--- src/rtl/nco_sweep_ctrl.sv ---
// Frequency-sweep controller for an NCO: steps phi_inc_o from f_start to f_stop,
// dwelling a programmable number of cycles at each frequency, with hold/abort control.
module nco_sweep_ctrl #(
    parameter int APR = 32,
    parameter int DWW = 16,
    parameter int LAT = 10
) (
    input  logic           clk,
    input  logic           reset,
    input  logic           start,
    input  logic           abort,
    input  logic           hold,
    input  logic [1:0]     mode,
    input  logic [APR-1:0] f_start,
    input  logic [APR-1:0] f_stop,
    input  logic [APR-1:0] f_step,
    input  logic [DWW-1:0] dwell,
    output logic [APR-1:0] phi_inc_o,
    output logic           nco_clken_o,
    output logic           busy,
    output logic           done,
    output logic           step_stb,
    output logic           settled,
    output logic [2:0]     dbg_state_o
);

    localparam int SW = $clog2(LAT + 2);
    localparam logic [SW-1:0] SETTLE_INIT = SW'(LAT + 1);

    typedef enum logic [2:0] {
        S_IDLE  = 3'd0,
        S_LOAD  = 3'd1,
        S_DWELL = 3'd2,
        S_STEP  = 3'd3,
        S_DONE  = 3'd4
    } state_t;

    state_t         state_q;
    logic [1:0]     mode_q;
    logic [APR-1:0] f_start_q;
    logic [APR-1:0] f_stop_q;
    logic [APR-1:0] f_step_q;
    logic [DWW-1:0] reload_q;
    logic [DWW-1:0] cnt_q;
    logic           degen_q;
    logic           dir_dn_q;
    logic [APR-1:0] phi_q;
    logic           stb_q;
    logic           done_q;
    logic           busy_q;
    logic           clken_q;
    logic [SW-1:0]  settle_q;

    // One extra bit on both sides so a carry or borrow is never lost.
    logic [APR:0]   up_sum_d;
    logic [APR:0]   dn_diff_d;
    logic [APR-1:0] up_next_d;
    logic [APR-1:0] dn_next_d;
    logic           at_stop_d;
    logic           at_start_d;

    assign up_sum_d   = {1'b0, phi_q} + {1'b0, f_step_q};
    assign dn_diff_d  = {1'b0, phi_q} - {1'b0, f_step_q};
    assign up_next_d  = (up_sum_d > {1'b0, f_stop_q}) ? f_stop_q : up_sum_d[APR-1:0];
    assign dn_next_d  = (dn_diff_d[APR] || (dn_diff_d[APR-1:0] < f_start_q))
                        ? f_start_q : dn_diff_d[APR-1:0];
    assign at_stop_d  = (phi_q == f_stop_q);
    assign at_start_d = (phi_q == f_start_q);

    always_ff @(posedge clk) begin
        if (reset) begin
            state_q   <= S_IDLE;
            mode_q    <= 2'd0;
            f_start_q <= '0;
            f_stop_q  <= '0;
            f_step_q  <= '0;
            reload_q  <= '0;
            cnt_q     <= '0;
            degen_q   <= 1'b0;
            dir_dn_q  <= 1'b0;
            phi_q     <= '0;
            stb_q     <= 1'b0;
            done_q    <= 1'b0;
            busy_q    <= 1'b0;
            clken_q   <= 1'b1;
            settle_q  <= SETTLE_INIT;
        end else begin
            clken_q <= !hold;
            busy_q  <= (state_q == S_LOAD) || (state_q == S_DWELL) || (state_q == S_STEP);
            stb_q   <= 1'b0;
            done_q  <= 1'b0;

            // Settle counter only advances while the NCO is actually clocked.
            if (stb_q)
                settle_q <= SETTLE_INIT;
            else if (clken_q && (settle_q != '0))
                settle_q <= settle_q - SW'(1);

            if (abort && (state_q != S_IDLE)) begin
                state_q <= S_IDLE;
            end else if (!hold) begin
                case (state_q)
                    S_IDLE: begin
                        if (start) begin
                            mode_q    <= (mode == 2'd3) ? 2'd0 : mode;
                            f_start_q <= f_start;
                            f_stop_q  <= f_stop;
                            f_step_q  <= (f_step == '0) ? APR'(1) : f_step;
                            reload_q  <= (dwell == '0) ? '0 : dwell - DWW'(1);
                            degen_q   <= (f_stop <= f_start);
                            state_q   <= S_LOAD;
                        end
                    end
                    S_LOAD: begin
                        phi_q    <= f_start_q;
                        dir_dn_q <= 1'b0;
                        cnt_q    <= reload_q;
                        stb_q    <= 1'b1;
                        state_q  <= S_DWELL;
                    end
                    S_DWELL: begin
                        if (cnt_q == '0)
                            state_q <= S_STEP;
                        else
                            cnt_q <= cnt_q - DWW'(1);
                    end
                    S_STEP: begin
                        cnt_q   <= reload_q;
                        state_q <= S_DWELL;
                        if (degen_q) begin
                            // Empty range: sit on f_start; only single-shot mode ever finishes.
                            if (mode_q == 2'd0)
                                state_q <= S_DONE;
                        end else if (!dir_dn_q) begin
                            if (!at_stop_d) begin
                                phi_q <= up_next_d;
                                stb_q <= 1'b1;
                            end else if (mode_q == 2'd1) begin
                                phi_q <= f_start_q;
                                stb_q <= 1'b1;
                            end else if (mode_q == 2'd2) begin
                                dir_dn_q <= 1'b1;
                                phi_q    <= dn_next_d;
                                stb_q    <= 1'b1;
                            end else begin
                                state_q <= S_DONE;
                            end
                        end else begin
                            if (!at_start_d) begin
                                phi_q <= dn_next_d;
                            end else begin
                                dir_dn_q <= 1'b0;
                                phi_q    <= up_next_d;
                            end
                            stb_q <= 1'b1;
                        end
                    end
                    S_DONE: begin
                        done_q  <= 1'b1;
                        state_q <= S_IDLE;
                    end
                    default: state_q <= S_IDLE;
                endcase
            end
        end
    end

    assign phi_inc_o   = phi_q;
    assign nco_clken_o = clken_q;
    assign busy        = busy_q;
    assign done        = done_q;
    assign step_stb    = stb_q;
    assign settled     = (settle_q == '0);
    assign dbg_state_o = state_q;

endmodule

--- config.mk ---
export PLATFORM = sky130hd
export DESIGN_NAME = nco_sweep_ctrl
export DESIGN_NICKNAME = d
export VERILOG_FILES = /design/src/rtl/nco_sweep_ctrl.sv
export SDC_FILE = /design/constraint.sdc
export NUM_CORES = 1
export LEC_CHECK = 0
export CORE_MARGIN = 1
export CORE_UTILIZATION = 66
export CTS_BUF_LIST = sky130_fd_sc_hd__clkbuf_4 sky130_fd_sc_hd__clkbuf_8 sky130_fd_sc_hd__clkbuf_16
export DETAILED_ROUTE_END_ITERATION = 8
export DONT_BUFFER_PORTS = 1
export MAX_ROUTING_LAYER = met4
export PLACE_DENSITY = 0.82
export SLEW_MARGIN = 40
export SYNTH_ARGS = -nofsm -noshare
export SYNTH_HDL_FRONTEND = slang
export SYNTH_SLANG_ARGS = --single-unit
--- constraint.sdc ---
create_clock -name clk -period 6.23 [get_ports clk]
set_input_delay 1.246 -clock clk [delete_from_list [all_inputs] [get_ports clk]]
set_output_delay 1.246 -clock clk [all_outputs]
set_load 0.01 [all_outputs]
After elaboration in Yosys (flattened, before gate mapping)
Index checks and enable logic that the tools add are counted.

Bits in registers: 175. Input port bits: 119. Output and inout bits: 40.

Add/subtract/negate cells: 5. $lt $le $gt $ge: 3. Equal/unequal tests: 14. Muxes and demuxes: 36. Bitwise logic cells: 2. Reduce and logical (&&, ||, !) cells: 25.

Operators with widths (count): 2-to-1 mux 32 bit (9); equality test 32 bit (2); case mux 32 bit (2 select lines) (1); adder 32 x 32 -> 33 bit (1); greater-than comparator 33 x 32 -> 1 bit (1); subtractor 32 x 32 -> 33 bit (1); less-or-equal comparator 32 bit (1); zero test 16 bit (2); zero test 32 bit (1); less-than comparator 32 bit (1); 2-to-1 mux 16 bit (2); case mux 16 bit (2 select lines) (1); subtractor 16 x 1 -> 16 bit (second input constant) (2); 2-to-1 mux 3 bit (8); case mux 3 bit (4 select lines) (1); AND reduction 4 bit (3); 2-to-1 mux 1 bit (11); equality test 3 x 2 -> 1 bit (second input constant) (2); inequality test 2 bit (second input constant) (3); OR reduction 2 bit (3); inequality test 5 x 3 -> 1 bit (second input constant) (1); AND reduction 5 bit (1); equality test 2 bit (second input constant) (2); zero test 4 bit (1); 18 further kinds (24).

Longest topological paths before layout
Gate-level depths: netlist of run 1.

Depth after elaboration: 10. Depth in mapped cells: 25. Mapped depth without buffers: 23.

Worst setup path before layout of run 1
No wires, ideal clock.

Path type: register -> register. From: register phi_q[7] (netlist: phi_inc_o[7]). To: register phi_q[10] (netlist: phi_inc_o[10]). Data arrival time: 4709 ps. Path slack: 1399 ps. Cell stages (with the launch flop): 22. Cell sequence: dfxtp_1 -> ha_1 -> buf_2 -> a21o_1 -> a221oi_1 -> or2_2 -> o311ai_2 -> o211ai_1 -> or4b_1 -> o311ai_1 -> ha_1 -> a21oi_1 -> o21ai_0 -> a221oi_1 -> nor3_1 -> a2111o_1 -> o21a_2 -> and2_1 -> clkbuf_1 -> buf_2 -> o2bb2ai_1 -> a221o_1.

Longest elaborated chain between the ends: 10.

RTL lines: start, declared (line 47) `logic [APR-1:0] phi_q;`; start signal, assigned (line 115) `phi_q <= f_start_q;`; start signal, assigned (line 136) `phi_q <= up_next_d;`; start signal, assigned (line 139) `phi_q <= f_start_q;`; subtractor 32 x 32 -> 33 bit (line 63) `assign dn_diff_d = {1'b0, phi_q} - {1'b0, f_step_q};`; less-than comparator 32 bit (line 65) `assign dn_next_d = (dn_diff_d[APR] || (dn_diff_d[APR-1:0] < f_start_q))`; logical OR 1 bit (line 65); 2-to-1 mux 32 bit (line 66) `? f_start_q : dn_diff_d[APR-1:0];`; 2-to-1 mux 32 bit (line 141) `end else if (mode_q == 2'd2) begin`; 2-to-1 mux 32 bit (line 138) `end else if (mode_q == 2'd1) begin`; 2-to-1 mux 32 bit (line 135) `if (!at_stop_d) begin`; 2-to-1 mux 32 bit (line 134) `end else if (!dir_dn_q) begin`; 2-to-1 mux 32 bit (line 130) `if (degen_q) begin`; case mux 32 bit (2 select lines) (line 102) `case (state_q)`.

Several ways; a longest one is shown, not always the timed one. The select of a mux whose other input is x is not followed. A chain may end at the register's enable or synchronous reset.

Final worst setup path of run 1
From: register f_step_q[12]. To: register phi_q[5] (netlist: phi_inc_o[5]).

Longest elaborated chain between the ends: 10.

RTL lines: start, declared (line 42) `logic [APR-1:0] f_step_q;`; start signal, assigned (line 108) `f_step_q <= (f_step == '0) ? APR'(1) : f_step;`; subtractor 32 x 32 -> 33 bit (line 63); less-than comparator 32 bit (line 65); logical OR 1 bit (line 65); 2-to-1 mux 32 bit (line 66); 2-to-1 mux 32 bit (line 141); 2-to-1 mux 32 bit (line 138); 2-to-1 mux 32 bit (line 135); 2-to-1 mux 32 bit (*) (line 134); 2-to-1 mux 32 bit (*) (line 130); case mux 32 bit (2 select lines) (*) (line 102); end signal, assigned (line 136); end signal, assigned (line 139); end signal, assigned (line 143) `phi_q <= dn_next_d;`.

Mark *: on every way between the ends. The rest lies on a longest branch, timed or not. The select of a mux whose other input is x is not followed.

==> run metrics, run 1 <==
Cell Pwr Density=220 nW/um2; Avg Vias per Cell=6.88; Starting Density=0.680; Leak=6.73 nW; syn avg cell area=7.36 um2; fin. max-slew vios=0; CTS tree=yes; clock slew at reported path FFs=80 ps; Pre-antenna DRT Iters=8; Top Family by Delay on Critical Path=simple AND/OR/NAND/NOR gates; worst endpoint required time=6570 ps; warnings from Yosys=0; most common cell after layout, fill and taps aside=nand2_1; WP buf/inv=2; DP Cell Count=2256; DR WL/cell=23.1 um; via count of the first global-routing pass=15.3k; Unique masters post-synth=96; peak supply drop=179 uV; fin util=0.718; total CTS buffers=17; count of hold-fix buffers inserted at cts=0; Die ar.=23400 um2; cell count of the worst reg-to-reg path=20; gpl congestion=1.04; Routed WL=52.8 mm; grt total ovfl=0; setup TNS=0 ps; Synth async-reset ratio=0; fin crit period=6000 ps; largest net degree at the start of global routing=144; Gate Count Post-Synth=2042; clock skew=17.3 ps; Reg2Reg Launch Point=f_step_q[12]; CP Capture Type=register; CP Launch Type=register; post-synthesis net count=2329; die width=153 um; detailed-placement wirelength estimate=40.7 mm; Antenna Cells=0; register area share after synthesis=0.233; EDFF count, synth=0; Root Buffer=clkbuf_16; Worst-Skew Late Latency=460 ps; worst setup margin=228 ps; DRC violations left=0; port bufs=0; antenna violations before repair=0; Max Fclk=0.167 GHz; CTS resizes=0; Layout Nets=2282; status=finished, final reports clean; fin area=15900 um2; first-pass GRT wire length=82.7 mm; most frequent cells in the layout=298 x nand2_1, 245 x a21oi_1, 181 x inv_1; Rel. slew slack=0.394; placed cell area=15200 um2; CTS Buffer Depth=2; IO Pins=159; crit-path max FO=12; max-cap viol count=0; die height=153 um; Mapped Area=15000 um2; cell row count=54; worst slack at placement=221 ps; CP Class=reg -> reg; layout cell share with drive strength beyond 1=0.0568; worst flop-to-flop path endpoint=phi_inc_o[5]; crit path to=phi_inc_o[5]; WHS=480 ps; unrepaired setup endpoints after global routing=false; Setup crit start=f_step_q[12]; Worst path depth=20; crit path cell chain=inv_1 > ha_1 > nor4_1 > a21boi_0 > a211oi_1 > o31ai_1 > a311oi_1 > xnor2_1 > ha_1 > and4_1 > nand4_1 > nor4_2 > mux2i_1 > o21ai_0 > and3b_2 > buf_4 > a21oi_1 > a21oi_1 > o2bb2ai_1 > a221o_1; fin crit share=0.963; Worst Hold Launch=f_step_q[14]; Total Power=3.49 mW; slowest stage delay, CP=760 ps; synthesized flop and latch total=175; actual slew at the worst max-slew pin=898 ps; H-tree Lvls=4; FF-to-FF setup slack=230 ps; number of setup violations in the final report=0; slowest stage cell, crit path=nor4_1; clock sink total=175; crit path DAT=6350 ps; Total Routing Usage GR=0.465; postcts setup bufs=0; Routed Antenna Nets=0; area grow syn2layout=5.57%; Post-synth top flop=dfxtp_1; via count=15.7k; Final Hold Fails=0; core area=22100 um2; hold crit path type=reg -> reg; Cell Count, Final, Fillers Out=2288; initial DRC count=1886
## metal layers
metal  vias to the layer above  global-route usage  share of wire
li1                       7155                   -              -
met1                      7260               0.534           0.37
met2                      1018               0.746           0.46
met3                       305               0.102           0.10
met4                         0               0.271          0.068
met5                         -                   -              0
## worst register-to-register path, stage by stage (launching register included)
cell       delay, ps
dfxtp_1          360
inv_1             70
ha_1             460
nor4_1           770
a21boi_0         320
a211oi_1         120
o31ai_1          440
a311oi_1         180
xnor2_1          200
ha_1             340
and4_1           220
nand4_1          210
nor4_2           580
mux2i_1          140
o21ai_0          150
and3b_2          440
buf_4            230
a21oi_1          100
a21oi_1          190
o2bb2ai_1         90
a221o_1          310
## cells by family after synthesis
kind of cell / after synthesis / share of synthesized area
muxes: 1 / 0.000666
xor gates and xnor gates: 133 / 0.0775
and+or+nand+nor: 655 / 0.201
adders and majority gates: 168 / 0.141
buffers and inverters: 285 / 0.0764
DFF: 175 / 0.233
AOI/OAI and AO/OA: 625 / 0.271
## report_power, final
part           total [mW]  switching, mW  internal (mW)  leakage [nW]
clock                1.19          0.628          0.566         0.308
sequential           1.23         0.0642           1.17          1.42
combinational        1.07          0.694          0.374          5.00
## flip-flops by register name, summed over array words and instances (netlist names), 3 cells and up
name         count
f_stop_q        32
phi_inc_o       32
f_start_q       32
settle_q         4
dbg_state_o      3
reload_q        16
cnt_q           16
f_step_q        32
## layout make-up
cell class,instances,area (um2)
fillers,1779,6230
multi-input cells,1582,10400
repair buffers,37,285
flip-flops and latches,175,3500
clock buffers,17,425
clock inverters,15,215
well taps,280,350
inverters,182,683
## synth_stat cells, types with 8 or more instances
cell / count / area share
a211oi_1: 21 / 0.010
a21o_1: 18 / 0.0090
a21oi_1: 245 / 0.082
a21oi_2: 10 / 0.0058
a221o_1: 14 / 0.0093
a221oi_1: 8 / 0.0047
a22oi_1: 27 / 0.013
and3_1: 12 / 0.0050
buf_2: 15 / 0.0050
clkbuf_1: 77 / 0.019
dfxtp_1: 175 / 0.23
ha_1: 166 / 0.14
inv_1: 181 / 0.045
nand2_1: 298 / 0.074
nand2b_1: 11 / 0.0046
nand3_1: 28 / 0.0093
nand4_1: 32 / 0.013
nor2_1: 128 / 0.032
nor2b_1: 19 / 0.0079
nor3_1: 43 / 0.014
nor4_1: 33 / 0.014
o211ai_1: 11 / 0.0055
o21a_1: 19 / 0.0095
o21ai_0: 98 / 0.033
o21ai_1: 11 / 0.0037
o21bai_1: 11 / 0.0055
o221ai_1: 13 / 0.0076
o22ai_1: 14 / 0.0058
o2bb2ai_1: 11 / 0.0064
o31ai_1: 15 / 0.0075
or3_1: 13 / 0.0054
xnor2_1: 69 / 0.040
xor2_1: 64 / 0.037
## worst min path at each step
stage / endpoint / slack [ps] / cells after the start
after floorplan: cnt_q[0] / 450 / 2
after global placement: f_step_q[15] / 460 / 2
after detailed placement: f_step_q[14] / 460 / 2
after CTS: f_step_q[14] / 470 / 2
after global routing: cnt_q[10] / 510 / 2
final: f_step_q[14] / 480 / 2
(Power assumes the default switching activity.)
==> run 2, diff against run 1 <==
--- a/config.mk
+++ b/config.mk
@@ -5,6 +5,7 @@
 export SDC_FILE = /design/constraint.sdc
 export NUM_CORES = 1
 export LEC_CHECK = 0
+export CAP_MARGIN = 20
 export CORE_MARGIN = 1
 export CORE_UTILIZATION = 66
 export CTS_BUF_LIST = sky130_fd_sc_hd__clkbuf_4 sky130_fd_sc_hd__clkbuf_8 sky130_fd_sc_hd__clkbuf_16
==> results of run 2 <==
Final layout, timing and power as in run 1 (identical DEF).
